### config.mk
export PLATFORM = sky130hd
export DESIGN_NAME = player_move_ctrl
export DESIGN_NICKNAME = d
export VERILOG_FILES = /design/src/rtl/board_pkg.sv /design/src/rtl/frame_phase_counter.sv /design/src/rtl/player_move_ctrl.sv
export SDC_FILE = /design/constraint.sdc
export NUM_CORES = 1
export LEC_CHECK = 0
export BUFFER_PORTS_ARGS = -buffer_cell sky130_fd_sc_hd__buf_2
export CORE_ASPECT_RATIO = 2
export CORE_MARGIN = 2
export CORE_UTILIZATION = 55
export CTS_BUF_LIST = sky130_fd_sc_hd__clkbuf_16
export CTS_CLUSTER_SIZE = 12
export DETAILED_ROUTE_END_ITERATION = 16
export PLACE_DENSITY = 0.77
export SETUP_SLACK_MARGIN = 0.4
export SYNTH_ARGS = -nofsm -noshare
export SYNTH_HDL_FRONTEND = slang
export SYNTH_SLANG_ARGS = --single-unit
### constraint.sdc
create_clock -name clk -period 3.8 [get_ports clk]
set_input_delay 0.38 -clock clk [delete_from_list [all_inputs] [get_ports clk]]
set_output_delay 0.38 -clock clk [all_outputs]
set_load 0.005 [all_outputs]
### src/rtl/board_pkg.sv
// Shared board-game definitions: coordinate type, default board geometry and
// the movement state encoding used by the player controller and renderers.
package board_pkg;

  typedef logic [9:0] coord_t;

  localparam int X0           = 16;
  localparam int GROUND_Y     = 124;
  localparam int TILE_W       = 32;
  localparam int NUM_TILES    = 16;
  localparam int HOP_FRAMES   = 16;
  localparam int HOP_H        = 16;
  localparam int PAUSE_FRAMES = 4;

  typedef enum logic [2:0] {
    IDLE,
    WAIT,
    HOP_UP,
    HOP_DOWN,
    PAUSE,
    DONE
  } move_state_t;

endpackage

### src/rtl/frame_phase_counter.sv
// Tick-gated phase counter: counts frame ticks up to a terminal count, flags the
// terminal tick and wraps to zero so back-to-back phases need no explicit reload.
module frame_phase_counter #(
  parameter int W = 8
) (
  input  logic         clk,
  input  logic         rst_n,
  input  logic         clear,
  input  logic         tick,
  input  logic [W-1:0] term,
  output logic         last
);

  logic [W-1:0] count;

  assign last = tick & (count == term - W'(1));

  always_ff @(posedge clk or negedge rst_n) begin
    if (!rst_n) begin
      count <= '0;
    end else if (clear) begin
      count <= '0;
    end else if (tick) begin
      count <= last ? '0 : count + W'(1);
    end
  end

endmodule

### src/rtl/player_move_ctrl.sv
// Player movement controller: accepts a dice move and animates the sprite hopping
// tile to tile, updating position only on frame ticks, then pulses move_done.
module player_move_ctrl #(
  parameter int X0           = board_pkg::X0,
  parameter int GROUND_Y     = board_pkg::GROUND_Y,
  parameter int TILE_W       = board_pkg::TILE_W,
  parameter int NUM_TILES    = board_pkg::NUM_TILES,
  parameter int HOP_FRAMES   = board_pkg::HOP_FRAMES,
  parameter int HOP_H        = board_pkg::HOP_H,
  parameter int PAUSE_FRAMES = board_pkg::PAUSE_FRAMES
) (
  input  logic                         clk,
  input  logic                         rst_n,
  input  logic                         frame_tick,
  input  logic                         move_valid,
  input  logic [2:0]                   move_steps,
  output logic                         move_ready,
  output board_pkg::coord_t            player_x,
  output board_pkg::coord_t            player_y,
  output logic [$clog2(NUM_TILES)-1:0] tile_index,
  output logic                         move_done
);

  import board_pkg::*;

  localparam int     TW   = $clog2(NUM_TILES);
  localparam int     HALF = HOP_FRAMES / 2;
  localparam coord_t DX   = coord_t'(TILE_W / HOP_FRAMES);
  localparam coord_t DY   = coord_t'(HOP_H / HALF);
  localparam coord_t X0_C = coord_t'(X0);
  localparam coord_t GY_C = coord_t'(GROUND_Y);

  if (GROUND_Y < HOP_H) begin : g_apex_chk
    $error("hop apex would go above y=0");
  end
  if ((HOP_FRAMES % 2) != 0 || (TILE_W % HOP_FRAMES) != 0 || (HOP_H % HALF) != 0) begin : g_geom_chk
    $error("hop geometry does not divide evenly");
  end

  move_state_t   state;
  logic [2:0]    steps_left;
  logic          wrap_hop;
  logic [TW-1:0] next_tile;
  coord_t        land_x;
  logic          counting;
  logic [7:0]    cnt_term;
  logic          cnt_last;

  assign wrap_hop  = (tile_index == TW'(NUM_TILES - 1));
  assign next_tile = wrap_hop ? '0 : tile_index + TW'(1);
  assign land_x    = X0_C + coord_t'(next_tile) * coord_t'(TILE_W);
  assign counting  = (state == HOP_UP) || (state == HOP_DOWN) || (state == PAUSE);
  assign cnt_term  = (state == PAUSE) ? 8'(PAUSE_FRAMES) : 8'(HALF);

  frame_phase_counter #(.W(8)) u_phase (
    .clk   (clk),
    .rst_n (rst_n),
    .clear (~counting),
    .tick  (frame_tick & counting),
    .term  (cnt_term),
    .last  (cnt_last)
  );

  // The wrap hop keeps x still for its whole arc; landing snaps x to the tile grid.
  always_ff @(posedge clk or negedge rst_n) begin
    if (!rst_n) begin
      state      <= IDLE;
      steps_left <= '0;
      tile_index <= '0;
      player_x   <= X0_C;
      player_y   <= GY_C;
      move_ready <= 1'b1;
      move_done  <= 1'b0;
    end else begin
      move_done <= 1'b0;
      case (state)
        IDLE: begin
          if (move_valid && move_ready) begin
            steps_left <= move_steps;
            move_ready <= 1'b0;
            if (move_steps == 3'd0) begin
              state     <= DONE;
              move_done <= 1'b1;
            end else begin
              state <= WAIT;
            end
          end
        end
        WAIT: begin
          if (frame_tick) state <= HOP_UP;
        end
        HOP_UP: begin
          if (frame_tick) begin
            if (!wrap_hop) player_x <= player_x + DX;
            player_y <= player_y - DY;
            if (cnt_last) state <= HOP_DOWN;
          end
        end
        HOP_DOWN: begin
          if (frame_tick) begin
            if (cnt_last) begin
              tile_index <= next_tile;
              player_x   <= land_x;
              player_y   <= GY_C;
              steps_left <= steps_left - 3'd1;
              if (steps_left == 3'd1) begin
                state     <= DONE;
                move_done <= 1'b1;
              end else if (PAUSE_FRAMES == 0) begin
                state <= HOP_UP;
              end else begin
                state <= PAUSE;
              end
            end else begin
              if (!wrap_hop) player_x <= player_x + DX;
              player_y <= player_y + DY;
            end
          end
        end
        PAUSE: begin
          if (cnt_last) state <= HOP_UP;
        end
        DONE: begin
          state      <= IDLE;
          move_ready <= 1'b1;
        end
        default: state <= IDLE;
      endcase
    end
  end

endmodule
# After elaboration in Yosys (flattened, before gate mapping)
# Cells that the tools add are included.
# totals
register_bits	40
in_bits	7
out_inout_bits	26
word_cells	83
# op_classes
addsub	8
n_eq_ne	16
n_mux	36
bitwise_logic	2
reduce_logical	13
# ops
operator	n
$mux 10	7
$pmux 10 s2	2
$mux 3	11
$mux 8	3
$add 10x2->10 const B	2
$pmux 3 s5	1
$add 5x9->10 const A	1
$sub 10x2->10 const B	1
$add 8x1->8 const B	1
$eq 8x8->1	1
$mux 4	2
$ne 2x1->1 const B	4
$ne 2x2->1 const B	4
$mux 1	7
$reduce_and 7->1	1
$eq 3x1->1 const B	2
$eq 3x2->1 const B	2
$eq 3x3->1 const B	2
$logic_not 3->1	2
$pmux 3 s2	1
$reduce_and 3->1	2
$reduce_bool 2->1	3
$sub 4x1->5 const B	1
$add 4x1->4 const B	1
8 further kinds	11

# Logic depth before layout (Yosys ltp)
# Gate-level depths: netlist (run 1).
# depth
word_depth	8
depth_mapped	8
ltp_nobuf	6

# By module
# A second synthesis (run 1) with hierarchy kept.
# unflattened
hier_cells	320
hier_area_um2	2795.2
# by_module_without_submodules
module	n_inst	cells_per_inst	area_per_inst_um2	seq_area_each_um2
player_move_ctrl	1	235	2068.2	759.5
frame_phase_counter	1	85	726.9	200.2

# Worst setup path after synthesis (run 1)
# No wires, ideal clock.
# synth_path
kind	flip-flop to flip-flop
from	register tile_index[0]
to	register player_x[9]
setup_time_ps	77
t_arrival_ps	1618
required_time_ps	3723
slack_ps	2104
path_stages_with_launch	7
n_path_buf	0
synth_period_minus_slack_ps	1696
cell_sequence	dfrtp_1 ha_1 and3_1 nor2_1 nand3_1 or3_1 a21oi_1
# synth_between
elab_chain_cells	6
word_cells_on_any_way	9
classes_between	2 x add/sub; 1 x eq/ne; 6 x mux
# synth_lines
item	line	text
start, declared	player_move_ctrl.sv:20	output logic [$clog2(NUM_TILES)-1:0] tile_index,
start signal, assigned	player_move_ctrl.sv:102	tile_index <= next_tile;
$add 4x1->4 / $eq 4x4->1 (equally long branches)	player_move_ctrl.sv:50, player_move_ctrl.sv:49	
$mux 4	player_move_ctrl.sv:50	assign next_tile = wrap_hop ? '0 : tile_index + TW'(1);
$add 5x9->10	player_move_ctrl.sv:51	assign land_x = X0_C + coord_t'(next_tile) * coord_t'(TILE_W);
$mux 10	player_move_ctrl.sv:101	if (cnt_last) begin
$mux 10	player_move_ctrl.sv:100	if (frame_tick) begin
$pmux 10 s2 *	player_move_ctrl.sv:76	case (state)
end signal, assigned	player_move_ctrl.sv:94	if (!wrap_hop) player_x <= player_x + DX;
end signal, assigned	player_move_ctrl.sv:103	player_x <= land_x;
end signal, assigned	player_move_ctrl.sv:115	if (!wrap_hop) player_x <= player_x + DX;
end, declared	player_move_ctrl.sv:18	output board_pkg::coord_t player_x,
# Mark *: on every way between the ends. The rest lies on a longest branch, timed or not. The select of a mux whose other input is x is not followed.
# A chain may end at the register's enable or synchronous reset.

# Worst setup path in the final report (run 1)
# layout_path
from	register state[0]
to	register player_x[5]
# layout_between
elab_chain_cells	8
word_cells_on_any_way	17
classes_between	1 x add/sub; 6 x eq/ne; 4 x mux; 2 x bitwise; 4 x reduce/logical
# layout_lines
item	line	text
start, declared	player_move_ctrl.sv:40	move_state_t state;
start signal, assigned	player_move_ctrl.sv:67	state <= IDLE;
start signal, assigned	player_move_ctrl.sv:82	state <= DONE;
start signal, assigned	player_move_ctrl.sv:85	state <= WAIT;
$eq 3x3->1 / $eq 3x2->1 (equally long branches)	player_move_ctrl.sv:52, player_move_ctrl.sv:53, player_move_ctrl.sv:76	
$mux 4 / $logic_or 1x1->1 (equally long branches)	player_move_ctrl.sv:53, player_move_ctrl.sv:52	
$sub 4x1->5 / $logic_or 1x1->1 (equally long branches)	frame_phase_counter.sv:16, player_move_ctrl.sv:52	
$eq 8x8->1 / $and 1x1->1 (equally long branches)	frame_phase_counter.sv:16, player_move_ctrl.sv:59	
$and 1x1->1	frame_phase_counter.sv:16	assign last = tick & (count == term - W'(1));
$mux 10	player_move_ctrl.sv:101	
$mux 10	player_move_ctrl.sv:100	
$pmux 10 s2	player_move_ctrl.sv:76	
# Several ways; a longest one is shown, not always the timed one. The select of a mux whose other input is x is not followed.

==> results_dict.tcl, run 1 <==
set metrics [dict create \
    status "complete, no violations" \
    wl_met3_um 222 \
    insertion_delay_ns 0.27 \
    antenna_cells 0 \
    dr.pass1.iters 4 \
    n_fill_cell 370 \
    initial_core_util_pct 56.3 \
    drv_slew 0 \
    cts_max_level 2 \
    syn_to_final_growth_pct 11.5 \
    antenna_found_initial 0 \
    p_int_mw 1.07 \
    rr_worst_depth 5 \
    drtIter0Drc 93 \
    dp_hpwl_um 3660 \
    clk_pin_slew_ns 0.05 \
    hold_viol 0 \
    ys_types 59 \
    post_cts_buffers 0 \
    min_path_type "in2async" \
    p_comb_share_pct 37.0 \
    synth_area_um2 2390 \
    synth-seq-cells 38 \
    io_buffers 30 \
    reg2reg_slack_ns 1.58 \
    ioPinCount 33 \
    place_ws_ns 1.58 \
    wire_per_inst_um 14.3 \
    synth_edf_count 0 \
    irDropWorstVdd_mv 0.569 \
    numCtsBuffers 5 \
    grt_overflow 0 \
    async_reset_ff_share_pct 100 \
    syn_inst 273 \
    worstPathRequired_ns 3.96 \
    cts_tree "yes" \
    drc 0 \
    dr_total_vias 2117 \
    drt-total-wl_um 5040 \
    drive_above_1_share_pct 19.5 \
    grt_pass1_vias 1865 \
    top_layer_used "met4" \
    nets 311 \
    period_share_pct 58.5 \
    met2_length_um 2490 \
    cts_hold_buf 0 \
    dieArea_um2 4930 \
    worst_slack_ns 1.58 \
    cts_sinks 38 \
    leakage_nw 1.22 \
    total_power_mw 1.77 \
    cts_buffer_depth 2 \
    rsz0062_at_grt "no" \
    p_sw_share_pct 39.7 \
    cts_root_buf "clkbuf_16" \
    fin_crit_ns 2.22 \
    synth-main-ff-cell "dfrtp_1" \
    cp-end-kind "flip-flop" \
    seq_power_share_pct 41.0 \
    core_area_um2 4250 \
    fmax_mhz 449 \
    hold_slack_ns 0.202 \
    grt_max_degree 39 \
    grt_usage_pct 22.1 \
    critical_path.max_fanout 15 \
    ant_nets 0 \
    yosysSeqAreaShare_pct 40.1 \
    power.clock.fraction_pct 22.0 \
    row_count 34 \
    finalSetupViolCount 0 \
    critPathLaunchType "flip-flop" \
    syn_area_per_cell_um2 8.77 \
    crit_arrival_ns 2.38 \
    routabilityCongestion 0.853 \
    tns_ns 0 \
    cap_viol_max_count 0 \
    power.net_switching_uw 703 \
    synth_warnings 0 \
    grt_first_pass_wirelength_um 8660 \
    seq_area_um2 960 \
    relSlewSlack_pct 44.3 \
    multi_input_area_um2 1320 \
    postCtsResizedCells 0 \
    via_per_inst 6.01 \
    skew_ns 0.00259 \
    die_w_um 50.7 \
    wl_met1_um 2260 \
    worst-setup-path-type "reg2reg" \
    tightest_slew_ns 0.835 \
    die_h_um 97.3 \
    power.density_nw_per_um2 663 \
]
## logic make-up after synthesis
logic type / count (synthesis) / share of synthesized area [%]
AOI/OAI and AO/OA: 64 / 17.6
xor gates and xnor gates: 10 / 3.97
adders and majority gates: 7 / 3.66
buffers and inverters: 23 / 5.07
DFF: 38 / 40.1
muxes: 1 / 0.418
other: 1 / 0.157
and+or+nand+nor: 129 / 29.1
## power by group through the flow
stage | Combinational [mW] | Sequential (mW) | Clock, mW
after global routing | 0.750 | 0.750 | 0.421
after floorplan | 0.528 | 0.670 | 0
after global placement | 0.640 | 0.723 | 0
after CTS | 0.661 | 0.724 | 0.400
after detailed placement | 0.651 | 0.730 | 0
final | 0.654 | 0.726 | 0.390
## critical path, cell delays in order (launching register included)
cell     delay (ns)
dfrtp_1        0.62
and3b_2        0.35
nand4_1        0.49
nand2_1        0.34
nor4_1         0.09
a211o_1        0.23
## placed cells by master, fill, tap and decap left out, drive strengths merged, types with 9 or more instances in the layout
cell   instances
o21ai         10
a21oi         20
nor3          10
a31oi          9
buf           30
nand2         27
nor2          31
inv            9
nand3         25
dfrtp         31
## metal layers
layer  up-vias  track usage [%]
met3         7             3.69
li1       1047                -
met4         0             7.28
met1      1013             30.8
met2        50             34.7
met5         -                0
## metrics by stage
| stage | instances | util, % | instance area, um^2 |
|---|---|---|---|
| 3_3_place_gp | 344 | 59.4 | 2530 |
| 5_1_grt | 352 | 62.8 | 2670 |
| 2_1_floorplan | 274 | - | 2400 |
| 6_report | 352 | 62.8 | 2670 |
| 4_1_cts | 352 | 62.8 | 2670 |
| 3_5_place_dp | 344 | 59.4 | 2530 |
## cells in the mapped netlist (all sizes together) (2+ instances only)
cell type | n | area, um^2
a22o | 2 | 17.5
and3b | 2 | 20.0
ha | 7 | 87.6
nand2 | 27 | 101
buf | 10 | 72.6
xor2 | 4 | 42.6
a21o | 5 | 37.5
and4 | 2 | 20.0
and2b | 2 | 15.0
nand4 | 6 | 37.5
o311ai | 3 | 26.3
clkbuf | 4 | 15.0
dfrtp | 31 | 776
inv | 9 | 33.8
a31oi | 9 | 56.3
a21oi | 20 | 104
and3 | 3 | 18.8
or4 | 2 | 18.8
a32o | 2 | 20.0
a211oi | 2 | 15.0
a211o | 2 | 17.5
nor4b | 2 | 17.5
xnor2 | 6 | 52.6
nor2 | 31 | 116
dfstp | 7 | 184
nor3 | 10 | 61.3
o21ai | 10 | 50.1
nor4 | 3 | 25.0
nand3 | 25 | 130
o31ai | 2 | 15.0
or3 | 4 | 26.3
and2 | 3 | 21.3
## final cells by class
type | instances | area share, %
inverter | 9 | 1.27
sequential | 38 | 35.9
multi-input combinational | 213 | 49.3
clock inverter | 3 | 0.609
timing repair buffer | 30 | 5.62
tap | 54 | 2.53
clock buffer | 5 | 4.69
## final timing paths
path                          startpoint                to
min                                rst_n  u_phase.count[7]
max                             state[0]       player_x[5]
min reg2reg                steps_left[2]     steps_left[2]
max in group asynchronous          rst_n       player_x[8]
max reg2reg                     state[0]       player_x[5]
min in group clk              move_valid         move_done
## sequential cells by signal, summed over array words and instances, names as in the netlist
register and flops:
player_x 9, player_y 9, u_phase.count 8, tile_index 4, state 3, steps_left 3, move_done 1, move_ready 1
No activity file was read; power rests on OpenSTA's default activity.
==> inputs of run 2 (changes only) <==
CORE_UTILIZATION = 52   (was 55)
PLACE_DENSITY = 0.76   (was 0.77)
clock period = 1.9 ns   (was 3.8 ns; I/O delays follow)
==> results_dict.tcl, run 2 (same netlist as run 1, synthesis figures left out) <==
set metrics [dict create \
    worst-path-buf-inv 0 \
    finalInstanceArea_um2 3540 \
    cts_root_buf "clkbuf_16" \
    drtIter0Drc 168 \
    status "complete, no violations" \
    relSlewSlack_pct 64.8 \
    crit_arrival_ns 1.93 \
    routabilityCongestion 0.900 \
    mostFrequentLayoutCell "buf_4" \
    drive_above_1_share_pct 47.9 \
    clk_pin_slew_ns 0.06 \
    place_ws_ns 0.0804 \
    drt-total-wl_um 7840 \
    drc 0 \
    critPathLaunchType "flip-flop" \
    path_cells "or4_4 -> nor3_4 -> a21oi_4 -> or3_1" \
    leakage_nw 1.55 \
    timing.rr.start "u_phase.count[7]" \
    grt_overflow 0 \
    period_share_pct 93.1 \
    fmax_mhz 566 \
    cts_tree "yes" \
    row_count 35 \
    tightest_slew_ns 0.529 \
    fin_crit_ns 1.77 \
    min_path_type "in2reg" \
    finalSetupViolCount 0 \
    core_area_um2 4510 \
    dr.pass1.iters 5 \
    hold_slack_ns 0.184 \
    wire_per_inst_um 19.4 \
    worst-setup-path-type "reg2reg" \
    grt_usage_pct 28.4 \
    crit_path_top_delay_cell "or4_4" \
    postPlaceCellArea_um2 2680 \
    postLayoutCoreUtil_pct 78.6 \
    grt_max_degree 24 \
    antenna_cells 0 \
    drv_slew 0 \
    worstSetupEndpoint "state[0]" \
    crit_path_start "u_phase.count[7]" \
    cts_max_level 2 \
    dp_cells 358 \
    mostFrequentLayoutCells "buf_4 (34), buf_2 (31), dfrtp_1 (24)" \
    io_buffers 30 \
    ant_nets 0 \
    power.density_nw_per_um2 1390 \
    grt_first_pass_wirelength_um 11200 \
    hold_viol 0 \
    total_power_mw 4.92 \
    cp_top_family "simple AND/OR/NAND/NOR gates" \
    via_per_inst 6.28 \
    dieArea_um2 5200 \
    critical_path.max_fanout 5 \
    cp_num_cells 4 \
    ioPinCount 33 \
    antenna_found_initial 0 \
    initial_core_util_pct 53.1 \
    cts_sinks 38 \
    worst_path_largest_cell_delay_ns 0.55 \
    reg_top3 "player_x x9, player_y x9, u_phase.count x8" \
    numCtsBuffers 5 \
    dr_total_vias 2538 \
    rsz0062_at_grt "yes" \
    grt_pass1_vias 2416 \
    tns_ns 0 \
    fin_cells 404 \
    die_h_um 100 \
    skew_ns 0.00490 \
    rr_worst_depth 4 \
    rr_endpoint "state[0]" \
    worstPathRequired_ns 2.07 \
    die_w_um 52.0 \
    cts_buffer_depth 2 \
    n_fill_cell 238 \
    dp_hpwl_um 3910 \
    nets 362 \
    cap_viol_max_count 0 \
    irDropWorstVdd_mv 1.17 \
    cp-end-kind "flip-flop" \
    worst_slack_ns 0.132 \
    insertion_delay_ns 0.29 \
    reg2reg_slack_ns 0.13 \
    syn_to_final_growth_pct 48.0 \
]
## run 2: cell count changes in the layout (fill, tap and decap cells not counted), sizes merged
cell and change:
buf +50, clkinvlp -1, dlygate4sd3 +1, bufinv +2, clkinv -1
## run 2: repair_timing
action,CTS,global route
gates cloned,1,0
gates resized for setup,48,42
buffers inserted,28,8
endpoints found under the hold margin,16,0
endpoints found under the setup margin,36,33
pin swaps,23,24
hold buffers,1,0
## run 2: worst min-delay path, delay by kind of cell
| kind | cells | cell delay [ns] |
|---|---|---|
| AOI/OAI and AO/OA | 1 | 0.06 |
| buffers and inverters | 1 | 0.10 |
| and+or+nand+nor | 1 | 0.09 |
## run 2: routing by layer
layer  track usage [%]  share of wire [%]
met5                 0                  0
met4              12.8                3.0
met3              5.21                6.3
met2              48.3                 53
met1              33.6                 37
## run 2: worst min path at each step
stage / slack [ns] / to / start / cells after the start
after floorplan: -0.11 / move_done / rst_n / 0
after global placement: 0.19 / steps_left[0] / rst_n / 1
after detailed placement: 0.20 / steps_left[0] / rst_n / 1
after CTS: 0.17 / move_done / move_valid / 3
after global routing: 0.20 / move_done / move_valid / 3
final: 0.18 / move_done / move_valid / 3
## run 2: final cells by class
class                           instances  area [um^2]  area share, %
Tap cell                               55         68.8           1.94
Multi-Input combinational cell        213         1680           47.4
Clock inverter                          3         68.8           1.94
Clock buffer                            5          125           3.53
Timing Repair Buffer                   81          598           16.9
Inverter                                9         33.8          0.953
Sequential cell                        38          968           27.3
## run 2: where the power goes
| group | internal, mW | switching, mW | total, mW | leakage (nW) |
|---|---|---|---|---|
| Clock | 0.755 | 0.360 | 1.11 | 0.0940 |
| Sequential | 1.09 | 0.374 | 1.47 | 0.453 |
| Combinational | 1.10 | 1.24 | 2.34 | 0.999 |
